[src/rtl/cpu_types_pkg.sv]
`default_nettype none
// ============================================================================
//  Module      : cpu_types_pkg
//  Description : Shared CPU types: memory word, RAM handshake state, memory
//                arbiter FSM states and arbiter requester indices.
//  Revision    : 1.0  initial release
// ============================================================================
package cpu_types_pkg;

    typedef logic [31:0] word_t;

    // Handshake state reported by the RAM model / controller
    typedef enum logic [1:0] {
        FREE   = 2'd0,
        BUSY   = 2'd1,
        ACCESS = 2'd2,
        ERROR  = 2'd3
    } ramstate_t;

    // Memory arbiter control states
    typedef enum logic [1:0] {
        IDLE  = 2'd0,
        ISSUE = 2'd1,
        ERR   = 2'd2
    } arbstate_t;

    // Requester indices; bit 1 marks the instruction class, bit 0 the core
    localparam logic [1:0] REQ_D0 = 2'd0;
    localparam logic [1:0] REQ_D1 = 2'd1;
    localparam logic [1:0] REQ_I0 = 2'd2;
    localparam logic [1:0] REQ_I1 = 2'd3;

    localparam int NUM_REQ = 4;

endpackage
`default_nettype wire

[src/rtl/arb_select.sv]
`default_nettype none
// ============================================================================
//  Module      : arb_select
//  Description : Combinational winner selection for the memory arbiter. Data
//                requests beat instruction requests; inside a class the core
//                named by rr wins, the other core only when rr is silent.
//  Revision    : 1.0  initial release
// ============================================================================
module arb_select
    import cpu_types_pkg::*;
(
    input  logic [NUM_REQ-1:0] req,
    input  logic               rr,
    output logic [1:0]         winner,
    output logic               valid
);

    logic [1:0] w_dreq;
    logic [1:0] w_ireq;

    // Class priority first, then round-robin pointer within the class
    always_comb begin
        w_dreq = {req[REQ_D1], req[REQ_D0]};
        w_ireq = {req[REQ_I1], req[REQ_I0]};
        valid  = |req;
        winner = REQ_D0;
        if (|w_dreq) begin
            winner = {1'b0, (w_dreq[rr] ? rr : ~rr)};
        end else if (|w_ireq) begin
            winner = {1'b1, (w_ireq[rr] ? rr : ~rr)};
        end
    end

endmodule
`default_nettype wire

[src/rtl/memory_arbiter.sv]
`default_nettype none
// ============================================================================
//  Module      : memory_arbiter
//  Description : Shares one RAM port between the instruction and data caches
//                of two cores. One access in flight at a time; the RAM side
//                is driven combinationally from the owner's live request.
//  Revision    : 1.0  initial release
// ============================================================================
module memory_arbiter
    import cpu_types_pkg::*;
#(
    parameter int CORES = 2
)
(
    input  logic             CLK,
    input  logic             nRST,
    input  logic [CORES-1:0] iREN,
    input  word_t            iaddr  [CORES],
    output logic [CORES-1:0] iwait,
    output word_t            iload  [CORES],
    input  logic [CORES-1:0] dREN,
    input  logic [CORES-1:0] dWEN,
    input  word_t            daddr  [CORES],
    input  word_t            dstore [CORES],
    output logic [CORES-1:0] dwait,
    output word_t            dload  [CORES],
    output logic             ramREN,
    output logic             ramWEN,
    output word_t            ramaddr,
    output word_t            ramstore,
    input  word_t            ramload,
    input  ramstate_t        ramstate
);

    arbstate_t          r_state;
    arbstate_t          w_next_state;
    logic [1:0]         r_owner;
    logic               r_rr;
    logic [NUM_REQ-1:0] w_req;
    logic [1:0]         w_win;
    logic               w_valid;
    logic               w_own_core;
    logic               w_own_is_i;
    logic               w_own_req;
    logic               w_done;

    // Requester vector in REQ_D0..REQ_I1 order
    always_comb begin
        w_req      = {iREN, (dREN | dWEN)};
        w_own_core = r_owner[0];
        w_own_is_i = r_owner[1];
        w_own_req  = w_req[r_owner];
    end

    arb_select u_arb_select (
        .req    (w_req),
        .rr     (r_rr),
        .winner (w_win),
        .valid  (w_valid)
    );

    // Next-state and all outputs; everything idles at zero / wait high
    always_comb begin
        w_next_state = r_state;
        w_done       = 1'b0;
        iwait        = '1;
        dwait        = '1;
        iload        = '{default: '0};
        dload        = '{default: '0};
        ramREN       = 1'b0;
        ramWEN       = 1'b0;
        ramaddr      = '0;
        ramstore     = '0;
        case (r_state)
            IDLE: begin
                if (w_valid) begin
                    w_next_state = ISSUE;
                end
            end
            ISSUE: begin
                if (w_own_is_i) begin
                    ramaddr = iaddr[w_own_core];
                    ramREN  = iREN[w_own_core];
                end else begin
                    ramaddr  = daddr[w_own_core];
                    ramstore = dstore[w_own_core];
                    // a write takes precedence over a simultaneous read
                    ramWEN   = dWEN[w_own_core];
                    ramREN   = dREN[w_own_core] & ~dWEN[w_own_core];
                end
                if (!w_own_req) begin
                    // owner withdrew: drop the access, no completion
                    w_next_state = IDLE;
                end else if (ramstate == ACCESS) begin
                    w_done       = 1'b1;
                    w_next_state = IDLE;
                    if (w_own_is_i) begin
                        iwait[w_own_core] = 1'b0;
                        iload[w_own_core] = ramload;
                    end else begin
                        dwait[w_own_core] = 1'b0;
                        dload[w_own_core] = ramload;
                    end
                end else if (ramstate == ERROR) begin
                    w_next_state = ERR;
                end
            end
            ERR: begin
                // one dead cycle with the RAM strobes low, then re-arbitrate
                w_next_state = IDLE;
            end
            default: begin
                w_next_state = IDLE;
            end
        endcase
    end

    // State, owner latch and round-robin pointer
    always_ff @(posedge CLK or negedge nRST) begin
        if (!nRST) begin
            r_state <= IDLE;
            r_owner <= REQ_D0;
            r_rr    <= 1'b0;
        end else begin
            r_state <= w_next_state;
            if (r_state == IDLE && w_valid) begin
                r_owner <= w_win;
            end
            if (w_done) begin
                r_rr <= ~r_rr;
            end
        end
    end

endmodule
`default_nettype wire
[config.mk]
export PLATFORM = sky130hd
export DESIGN_NAME = memory_arbiter
export DESIGN_NICKNAME = d
export VERILOG_FILES = /design/src/rtl/cpu_types_pkg.sv /design/src/rtl/arb_select.sv /design/src/rtl/memory_arbiter.sv
export SDC_FILE = /design/constraint.sdc
export NUM_CORES = 1
export LEC_CHECK = 0
export BUFFER_PORTS_ARGS = -buffer_cell sky130_fd_sc_hd__buf_2
export CELL_PAD_IN_SITES_DETAIL_PLACEMENT = 2
export CELL_PAD_IN_SITES_GLOBAL_PLACEMENT = 2
export CORE_AREA = 2 2 166 168
export DETAILED_ROUTE_END_ITERATION = 16
export DIE_AREA = 0 0 168 170
export PLACE_DENSITY = 0.7
export SLEW_MARGIN = 10
export SYNTH_ARGS = -nofsm -noshare
export SYNTH_HDL_FRONTEND = slang
export SYNTH_SLANG_ARGS = --single-unit
[constraint.sdc]
create_clock -name CLK -period 5 [get_ports CLK]
set_clock_uncertainty 0.1 [all_clocks]
set_input_delay 0.5 -clock CLK [delete_from_list [all_inputs] [get_ports CLK]]
set_output_delay 0.5 -clock CLK [all_outputs]
set_load 0.01 [all_outputs]
==> impl_metrics.toml, run 1 <==
[die]
dieArea_um2 = 28600
die_h_um = 170
rows = 60
io-pin-count = 432
dieWidth_um = 168
core_area_um2 = 26700
start_util_pct = 9.92

[worst_setup_path]
required_ns = 4.40
r2r-end = "r_state[1]"
reg2reg_depth = 4
cp-endpoint = "dload[32]"
r2r_slack_ns = 2.40
arrival_ns = 2.90
path_class = "reg2out"
path_max_fanout = 43
regToRegStartpoint = "r_owner[0]"
start_kind = "flop"
startpoint = "r_owner[0]"
endpoint_kind = "output port"

[worst_hold_path]
hold_path_class = "in2reg"

[sta]
post-route-min-period_ns = 3.50
fmax_mhz = 286
period_share_pct = 70.1
setup_viol = 0
setup_tns_ns = 0
hold_viol_final = 0
whs_ns = 0.405
tightestPinTransition_ns = 1.03
relSlewSlack_pct = 31.3
rsz0062_at_grt = "false"
final_max_slew_viol_count = 0

[drt]
ant_nets = 0
drtPass1Iterations = 4
route.detailed.drc = 0
wire_per_inst_um = 18.0
drt-vias-per-instance = 3.96
wl_um = 20200
num_vias = 4451
drt_iter0_markers = 82

[yosys]
synthDistinctLibCells = 29
synth_nets = 611
ys_ff_latch = 5
yosysTopAreaCell = "mux4_2"
synth-seq-area-share_pct = 4.73
ys_top_cells_by_area = "mux4_2, nor2_1, mux2i_1"
yosys_warnings = 0
synthCells = 377
synthesis.area_um2 = 2640
post_synth.cell_area_avg_um2 = 7.01
synth_top_area_share_pct = 27.3

[clocking]
cts_resized = 0
cts_setup_buffers = 0
clk_pin_slew_ns = 0.03
cts_max_level = 1
cts_tree = "yes"
cts_sinks = 5
clockBufferDepth = 2
cts_made_buffers = 3
clk_latency_ns = 0.23
cts_root_buffer = "clkbuf_16"

[final_layout]
syn_to_final_growth_pct = 96.1
antennaDiodeCount = 0
finalNetCount = 1017
drive_gt1_share_pct = 62.8
stdcell_count = 1123

[power_and_ir_drop]
leakagePower_nw = 2.89
ir_drop_mv = 0.151
powerDensity_nw_per_um2 = 381

[grt]
grtUsageTotal_pct = 13.3
antenna_found_initial = 1
grt_pass1_vias = 4995
grt-ovfl-total = 0
grt_pass1_wl_um = 29100
grt_max_degree = 44

[place]
place_inst = 1118
dp_hpwl_um = 17000
place_congestion = 0.757
numPortBuffers = 431

[outcome]
status = "finished clean"

[run]
maxCapViolCount = 0
## cell usage after synthesis
| cell | count |
|---|---|
| a21boi_4 | 1 |
| a21oi_1 | 1 |
| a22oi_4 | 1 |
| a311oi_1 | 1 |
| a32o_1 | 1 |
| and2_1 | 32 |
| buf_1 | 1 |
| buf_2 | 14 |
| buf_4 | 6 |
| buf_6 | 2 |
| clkbuf_1 | 14 |
| dfrtp_1 | 5 |
| inv_1 | 3 |
| mux2_2 | 1 |
| mux2i_1 | 34 |
| mux4_2 | 32 |
| nand2_1 | 35 |
| nand2b_1 | 2 |
| nand3_1 | 2 |
| nand3_2 | 2 |
| nand4_1 | 4 |
| nor2_1 | 162 |
| nor2b_1 | 3 |
| nor3_1 | 2 |
| nor3_2 | 10 |
| nor4_1 | 1 |
| o21a_1 | 2 |
| o21ai_0 | 2 |
| xnor2_1 | 1 |
## layout by cell type (no fill, tap or decap), drive strengths merged
cell type and n:
mux4 32, nand2b 2, nor4 1, clkbuf 4, inv 3, xnor2 1, o21a 2, a311oi 1
o21ai 2, mux2 1, nand3 4, a21boi 1, a32o 1, a21oi 1, nor3 12, nand4 4
nand2 35, a22oi 1, nor2 162, nor2b 3, dfrtp 5, and2 32, dlygate4sd3 1, mux2i 34
buf 437
## metrics by stage
step	worst slack (ns)	utilization, %	cell area, µm²	total power, mW
2_1_floorplan	2.91	-	2640	1.27
3_3_place_gp	1.78	19.1	5090	1.86
3_5_place_dp	1.66	19.1	5090	1.90
4_1_cts	1.41	19.4	5180	2.03
5_1_grt	1.23	19.4	5180	2.16
6_report	1.50	19.4	5180	1.98
## power breakdown
group	switching (mW)	internal (mW)	total (mW)
clock network	0.0254	0.106	0.131
logic	0.894	0.760	1.65
registers	0.129	0.0605	0.190
total	1.05	0.926	1.98
## area by class of cell
type	count	area, µm²
Timing Repair Buffer	438	2210
Fill cell	3318	21500
Sequential cell	5	130
Tap cell	341	427
Multi-Input combinational cell	332	2320
Clock buffer	4	78.8
Inverter	3	11.3
## registers in the layout, indices dropped and copies added (netlist names)
register  flops
r_rr          1
r_owner       2
r_state       2
## cells by family (layout without fill, tap and decap cells)
family | count (synthesis) | in the layout | synth area share [%]
muxes | 67 | 67 | 40.6
DFF | 5 | 5 | 4.73
AOI/OAI and AO/OA | 9 | 9 | 3.36
and+or+nand+nor | 255 | 255 | 43.2
buffers and inverters | 40 | 445 | 7.76
xor gates and xnor gates | 1 | 1 | 0.331
## worst min path at each step
stage / from / to / slack, ns / cells after the start
floorplan: nRST / r_owner[0] / 0.10 / 0
global placement: nRST / r_state[0] / 0.22 / 1
detailed placement: nRST / r_state[1] / 0.23 / 1
CTS: ramstate[1] / r_state[0] / 0.40 / 2
global route: r_rr / r_rr / 0.44 / 1
finish: ramstate[1] / r_state[0] / 0.41 / 2
## repair_timing
item,4_1_cts,5_1_grt
hold buffers,1,0
endpoints found under the hold margin,5,0
endpoints found under the setup margin,0,0
## routing by layer
layer / vias to the layer above / wire, µm / track usage, % / share of wire [%]
met2: 256 / 11100 / 27.1 / 55
met4: 2 / 179 / 2.12 / 0.89
met3: 12 / 1470 / 2.56 / 7.3
li1: 2080 / - / - / -
met1: 2101 / 7440 / 14.1 / 37
met5: - / 13 / 0 / 0.064
## worst max-delay path, stage by stage (launching register included)
cell and delay (ns):
dfrtp_4 0.89, nor2_1 0.24, a22oi_4 0.32, nand3_2 0.69, nor2_1 0.34, buf_2 0.18
Power figures use the tool's default switching activity.
==> inputs of run 2 (changes only) <==
CORE_AREA = 2 2 168 170   (was 2 2 166 168)
DIE_AREA = 0 0 170 172   (was 0 0 168 170)
PLACE_DENSITY = 0.69   (was 0.7)
clock period = 3.3 ns   (was 5 ns; I/O delays follow)
==> impl_metrics.toml, run 2 (synthesis gave the netlist of run 1 again) <==
[place]
dp_hpwl_um = 18000
numPortBuffers = 431
placed_area_um2 = 5120
place_congestion = 0.748
place_inst = 1124

[clocking]
cts_tree = "yes"
clockBufferDepth = 2
clk_latency_ns = 0.22
cts_root_buffer = "clkbuf_16"
clk_pin_slew_ns = 0.03
cts_setup_buffers = 0
cts_sinks = 5
cts_made_buffers = 3
cts_max_level = 1
cts_hold_buf = 1
cts_resized = 0

[sta]
final_max_slew_viol_count = 0
hold_viol_final = 0
relSlewSlack_pct = 49.5
setup_tns_ns = 0
fmax_mhz = 346
setup_viol = 0
post-route-min-period_ns = 2.89
whs_ns = 0.238
tightestPinTransition_ns = 0.756
period_share_pct = 87.6
rsz0062_at_grt = "false"

[grt]
grt_pass1_vias = 4858
antenna_found_initial = 3
grt_pass1_wl_um = 29300
grt_max_degree = 61
grt-ovfl-total = 0
grtUsageTotal_pct = 13.3

[worst_setup_path]
critical_path.max_stage_delay_ns = 0.64
cpMostUsedCell = "nor2_1"
r2r-end = "r_state[1]"
crit_buf_inv = 1
start_kind = "flop"
r2r_slack_ns = 1.16
arrival_ns = 2.46
worst_path_max_delay_cell = "nand3_2"
cp.depth = 5
reg2reg_depth = 4
required_ns = 2.87
path_class = "reg2out"
path_max_fanout = 32
crit_chain = "nor2_1 -> a22oi_4 -> nand3_2 -> nor2_1 -> buf_2"
cp-endpoint = "dload[55]"
cpLargestDelayFamily = "simple AND/OR/NAND/NOR gates"
regToRegStartpoint = "r_owner[1]"
startpoint = "r_owner[1]"
endpoint_kind = "output port"

[drt]
wire_per_inst_um = 18.7
ant_nets = 0
num_vias = 4507
drt_iter0_markers = 119
route.detailed.drc = 0
drt-vias-per-instance = 3.98
wl_um = 21200
drtPass1Iterations = 4

[final_layout]
stdcell_count = 1132
syn_to_final_growth_pct = 97.3
final_cell_mix = "buf_2, nor2_1, nand2_1, mux2i_1"
finalInstanceArea_um2 = 5220
drive_gt1_share_pct = 62.8
top_regs = "r_owner: 2 flops, r_state: 2 flops, r_rr: 1 flops"
final_common_cell = "buf_2"
finalNetCount = 1018

[power_and_ir_drop]
power_frac_seq_pct = 6.3
power.switching_mw = 1.66
clockPowerShare_pct = 6.4
p_total_mw = 3.08
swShare_pct = 53.9
combPwrFrac_pct = 87.3
p_int_mw = 1.42
powerDensity_nw_per_um2 = 591
leakagePower_nw = 2.90
ir_drop_mv = 0.220

[die]
dieWidth_um = 170
die_h_um = 172
core_area_um2 = 27500
start_util_pct = 9.62
rows = 61
io-pin-count = 432
dieArea_um2 = 29200

[run]
maxCapViolCount = 0

[worst_hold_path]
hold_path_class = "in2reg"

[outcome]
status = "finished clean"
==> run 2: cell count changes in the layout (fill, tap and decap cells not counted) <==
| cell | previous run | this run |
|---|---|---|
| buf_12 | 0 | 1 |
| diode_2 | 0 | 3 |
==> run 2: layer usage <==
layer	global-route usage, %	routed length (µm)	vias up
met5	0	0	-
met4	2.94	262	0
met3	3.00	1750	8
met2	26.7	11500	254
met1	14.0	7700	2161
li1	-	-	2084
==> run 2: how the worst min path moves through the flow <==
stage | start | to | slack, ns | depth (start not counted)
after floorplan | nRST | r_owner[0] | -0.07 | 0
after global placement | nRST | r_state[0] | 0.06 | 1
after detailed placement | nRST | r_state[0] | 0.06 | 1
after CTS | ramstate[1] | r_state[0] | 0.24 | 2
after global routing | ramstate[1] | r_state[0] | 0.29 | 2
final | ramstate[1] | r_state[0] | 0.24 | 2
==> run 2: layout make-up <==
| type | instances | area, µm² |
|---|---|---|
| Antenna cell | 3 | 7.51 |
| Clock buffer | 4 | 78.8 |
| Fill cell | 3420 | 22300 |
| Inverter | 3 | 11.3 |
| Multi-Input combinational cell | 332 | 2320 |
| Sequential cell | 5 | 130 |
| Tap cell | 346 | 433 |
| Timing Repair Buffer | 439 | 2230 |
==> run 2: per-stage QoR <==
step,setup slack [ns],util (%)
2_1_floorplan,1.38,-
5_1_grt,0.219,19.0
6_report,0.408,19.0
3_3_place_gp,0.726,18.6
4_1_cts,0.360,19.0
3_5_place_dp,0.558,18.6
==> run 2: power groups by stage <==
stage | Combinational, mW | Sequential [mW] | Clock [mW]
6_report | 2.69 | 0.195 | 0.197
4_1_cts | 2.80 | 0.199 | 0.199
3_5_place_dp | 2.79 | 0.201 | 0
3_3_place_gp | 2.75 | 0.194 | 0
2_1_floorplan | 1.82 | 0.112 | 0
5_1_grt | 2.96 | 0.209 | 0.206
